### src/rtl/register_bank_pkg.sv
// Shared opcode definitions for the register bank and its ALU.
// REGISTER_BANK_SHIFT_EN enables SHL/SHR; without it those opcodes behave as NOP.
package register_bank_pkg;

    typedef enum logic [2:0] {
        OP_NOP    = 3'd0,
        OP_LOAD   = 3'd1,
        OP_CLRONE = 3'd2,
        OP_INC    = 3'd3,
        OP_DEC    = 3'd4,
        OP_SHL    = 3'd5,
        OP_SHR    = 3'd6,
        OP_COPY   = 3'd7
    } op_e;

    localparam logic [2:0] OPC_NOP    = 3'd0;
    localparam logic [2:0] OPC_LOAD   = 3'd1;
    localparam logic [2:0] OPC_CLRONE = 3'd2;
    localparam logic [2:0] OPC_INC    = 3'd3;
    localparam logic [2:0] OPC_DEC    = 3'd4;
    localparam logic [2:0] OPC_SHL    = 3'd5;
    localparam logic [2:0] OPC_SHR    = 3'd6;
    localparam logic [2:0] OPC_COPY   = 3'd7;

endpackage

### src/rtl/register_bank_alu.sv
// Combinational result/carry for one register-bank operation.
// Shift ops exist only when REGISTER_BANK_SHIFT_EN is defined.
module register_bank_alu
    import register_bank_pkg::*;
#(
    parameter int WIDTH = 8
) (
    input  logic [2:0]       op,
    input  logic [WIDTH-1:0] operand,
    input  logic [WIDTH-1:0] din,
    input  logic             sin,
    output logic [WIDTH-1:0] result,
    output logic             carry,
    output logic             wr
);

    logic [WIDTH:0] sum;

    assign sum = {1'b0, operand} + (WIDTH+1)'(1);

`ifndef REGISTER_BANK_SHIFT_EN
    logic unused_sin;
    assign unused_sin = sin;
`endif

    always_comb begin
        result = operand;
        carry  = 1'b0;
        wr     = 1'b1;
        case (op_e'(op))
            OP_LOAD:   result = din;
            OP_CLRONE: result = '0;
            OP_INC: begin
                result = sum[WIDTH-1:0];
                carry  = sum[WIDTH];
            end
            OP_DEC: begin
                result = operand - WIDTH'(1);
                carry  = (operand == '0);
            end
`ifdef REGISTER_BANK_SHIFT_EN
            OP_SHL: begin
                result = {operand[WIDTH-2:0], sin};
                carry  = operand[WIDTH-1];
            end
            OP_SHR: begin
                result = {sin, operand[WIDTH-1:1]};
                carry  = operand[0];
            end
`endif
            // COPY: the top already routed reg[RADDR] onto operand.
            OP_COPY:   result = operand;
            default:   wr = 1'b0;
        endcase
    end

endmodule

### src/rtl/register_bank.sv
// Small register file with per-cycle ALU ops, carry/zero flags, clear and reset.
// Optional shift ops are controlled by REGISTER_BANK_SHIFT_EN.
module register_bank
    import register_bank_pkg::*;
#(
    parameter int WIDTH = 8,
    parameter int DEPTH = 4
) (
    input  logic                     CLK,
    input  logic                     RESET,
    input  logic                     CLR,
    input  logic [2:0]               OP,
    input  logic [$clog2(DEPTH)-1:0] WADDR,
    input  logic [$clog2(DEPTH)-1:0] RADDR,
    input  logic [WIDTH-1:0]         DIN,
    input  logic                     SIN,
    output logic [WIDTH-1:0]         DOUT,
    output logic                     CARRY,
    output logic                     ZERO
);

    logic [WIDTH-1:0] regs [DEPTH];
    logic [WIDTH-1:0] operand;
    logic [WIDTH-1:0] result;
    logic             alu_carry;
    logic             alu_wr;

    // COPY sources from the read port; every other op works on the target.
    assign operand = (OP == OPC_COPY) ? regs[RADDR] : regs[WADDR];
    assign DOUT    = regs[RADDR];

    register_bank_alu #(.WIDTH(WIDTH)) u_alu (
        .op      (OP),
        .operand (operand),
        .din     (DIN),
        .sin     (SIN),
        .result  (result),
        .carry   (alu_carry),
        .wr      (alu_wr)
    );

    always_ff @(posedge CLK) begin
        if (RESET || CLR) begin
            for (int i = 0; i < DEPTH; i++) regs[i] <= '0;
            CARRY <= 1'b0;
            ZERO  <= 1'b1;
        end else if (alu_wr) begin
            regs[WADDR] <= result;
            CARRY       <= alu_carry;
            ZERO        <= (result == '0);
        end
    end

endmodule

### config.mk
export PLATFORM = sky130hd
export DESIGN_NAME = register_bank
export DESIGN_NICKNAME = d
export VERILOG_FILES = /design/src/rtl/register_bank_pkg.sv /design/src/rtl/register_bank_alu.sv /design/src/rtl/register_bank.sv
export SDC_FILE = /design/constraint.sdc
export NUM_CORES = 1
export LEC_CHECK = 0
export BUFFER_PORTS_ARGS = -buffer_cell sky130_fd_sc_hd__buf_2
export CAP_MARGIN = 30
export CELL_PAD_IN_SITES_DETAIL_PLACEMENT = 0
export CELL_PAD_IN_SITES_GLOBAL_PLACEMENT = 2
export CORE_ASPECT_RATIO = 2
export CORE_UTILIZATION = 40
export CTS_CLUSTER_DIAMETER = 40
export DETAILED_ROUTE_END_ITERATION = 8
export GPL_ROUTABILITY_DRIVEN = 0
export GPL_TIMING_DRIVEN = 0
export HOLD_SLACK_MARGIN = 0.08
export PLACE_DENSITY_LB_ADDON = 0.1
export RECOVER_POWER = 25
export REMOVE_ABC_BUFFERS = 1
export SLEW_MARGIN = 20
export SYNTH_ARGS = -nofsm -noshare
export SYNTH_HDL_FRONTEND = slang
export SYNTH_SLANG_ARGS = --single-unit
### constraint.sdc
create_clock -name CLK -period 6.15 [get_ports CLK]
set_clock_uncertainty 0.15 [all_clocks]
set_input_delay 1.5375 -clock CLK [delete_from_list [all_inputs] [get_ports CLK]]
set_output_delay 1.5375 -clock CLK [all_outputs]
set_load 0.05 [all_outputs]
==> run metrics <==
row count 42; Slew @ Worst Pin 1.42 ns; Area contributors post-synth edfxtp_1 35%, mux4_2 11%, nor2_1 6.5%; gr ovfl total 0; Total GRT Usage ~23%; Max-slew headroom 4.37%; Max-cap violations 0; Sink Count 34; Synth Instances between 200 and 300; clk buf depth 2; post-DR vias/cell around 5.8; postcts setup bufs 0; Final Cycle Share 86.1%; fraction of registers with async set/reset 0%; Post-Syn Area ~2800 sq um; initial antenna violation count 0; CTS Buf Count 5; DR iter-0 viols 115; clk slew on worst S/H paths 0.05 ns; most frequent cell after synthesis nor2_1; Worst Setup SP WADDR[0]; metal3 WL approximately 200 um; area leader, netlist edfxtp_1; port bufs 27; largest net degree at the start of global routing 29; IO Count 29; Synth cell types 60; die span in y approximately 120 um; antenna-violating nets left 0; post_cts resized 0; Die W 60.7 um; worst hold path class register to register; hpwl dp slightly below 6000 um; setup TNS 0 ns; worst skew pair latency 0.28 ns; vias roughly 2100; Layout area overhead 8.27%; fin nets about 300; CTS tree yes; Yosys top cell area share a little over a third; first-pass GRT wire length between 10000 and 15000 um; FF-to-FF Start regs[2][0]; Syn. warnings 0; Hold Crit Start ZERO; drt drc 0; Max Fclk around 190 MHz; # setup viols final 0; Critical Path End Type register; final std cells w/o fill between 300 and 400; count of final hold-check violations 0; # hold bufs at CTS 0; M1 WL between 2000 and 3000 um; H-tree depth 2; vias in the first global route approximately 2200; Post-synth top flop edfxtp_1; WP data required between 6 and 7 ns; Starting Density 41.6%; PwrDens approximately 230 nW/um^2; Seq/Total Area, Yosys between 30% and 40%; Top Layer Used met4; Crit Path Max Fanout 13; DRT Wirelength 7460 um; Met2 Routed Length roughly 4300 um; worst vdd ir ~240 uV; RSZ-0062 raised after global routing no; flops & latches, synth 34; Synth Area per Inst 10.8 sq um; critical path class input pin to register; Root Buffer Master clkbuf_16; Final min period roughly 5.3 ns; die area slightly above 7000 sq um; routed wire length per instance approximately 20 um; Leak roughly 1.1 nW; Slew Viols, Final 0; Core ar. between 6000 and 7000 sq um; share of layout cells above drive strength 1 23.8%; DR pass1 iterations 4; Post-Place Cells 356; WP data arrival approximately 5.4 ns; CP Launch Type input pin; status completed; commonest cells in the netlist 48 x nor2_1, 32 x edfxtp_1, 23 x nand2_1, 13 x a21oi_1, 13 x mux4_2; diode count 0; Post-synth EDFFs 32
## where the power goes
group	switching [mW]	total (mW)	internal, mW
Combinational	0.118	0.183	0.0652
Clock	0.0917	0.242	0.150
Sequential	0.00716	0.275	0.268
Total	0.217	0.700	0.483
## cell usage in the layout, fill, tap and decap left out, types with 3 or more instances in the layout
| cell | count |
|---|---|
| nor2_1 | 48 |
| edfxtp_1 | 32 |
| buf_2 | 24 |
| nand2_1 | 23 |
| mux4_2 | 13 |
| a21oi_1 | 13 |
| o21ai_0 | 12 |
| nand4_1 | 6 |
| nand3_1 | 6 |
| inv_1 | 5 |
| mux4_1 | 5 |
| mux2i_1 | 5 |
| xnor2_1 | 5 |
| clkbuf_16 | 5 |
| and3_1 | 4 |
| nor2b_1 | 4 |
| clkbuf_1 | 4 |
| nor3_1 | 3 |
| a211oi_2 | 3 |
| o21ai_1 | 3 |
| ha_1 | 3 |
## logic make-up after synthesis
family	share of synthesized area, %
multiplexers	20.2
flip-flops	36.3
AO/OA/AOI/OAI	13.4
buffers and inverters	6.09
adder cells (fa/ha/maj)	1.36
XOR/XNOR	2.23
AND/OR/NAND/NOR	20.4
## flip-flops by register name, summed over array words and instances, names as in the netlist
| register | count |
|---|---|
| ZERO | 1 |
| regs | 32 |
| CARRY | 1 |
## critical path: stages
cell	delay, ns
clkbuf_1	0.73
mux4_2	0.67
mux2i_4	0.32
ha_1	0.25
nor3b_1	0.06
a21oi_1	0.15
a21oi_1	0.08
a211oi_1	0.73
and3_4	0.31
and4b_1	0.20
and3_1	0.18
a221o_1	0.14
## final timing paths
path,endpoint,slack (ns),cells past startpoint
min reg2reg,ZERO,0.35,1
max reg2reg,ZERO,2.58,11
min,ZERO,0.35,1
max,ZERO,0.85,12
## metal layers
metal  track usage (%)  vias to the layer above
li1                  -                     1019
met1              22.5                     1026
met2              42.4                       53
met3              2.39                       19
met4              13.9                        0
met5                 0                        -
## stage by stage
step / worst slack [ns] / util [%] / power [mW] / area, sq um / hold WS, ns
2_1_floorplan: 1.83 / - / 0.407 / 2610 / 0.646
3_3_place_gp: 1.01 / 43.1 / 0.464 / 2850 / 0.328
3_5_place_dp: 1.00 / 43.1 / 0.465 / 2850 / 0.335
4_1_cts: 1.28 / 45.3 / 0.707 / 3000 / 0.348
5_1_grt: 0.549 / 45.0 / 0.727 / 2980 / 0.384
6_report: 0.852 / 45.0 / 0.700 / 2980 / 0.348
## final cells by class
type	instances	area (sq um)
Timing Repair Buffer	28	136
Clock inverter	2	13.8
Multi-Input combinational cell	201	1570
Clock buffer	6	129
Fill cell	682	3640
Inverter	6	22.5
Sequential cell	34	1000
Tap cell	88	110
Note: power is estimated with default switching activity, not from simulation.
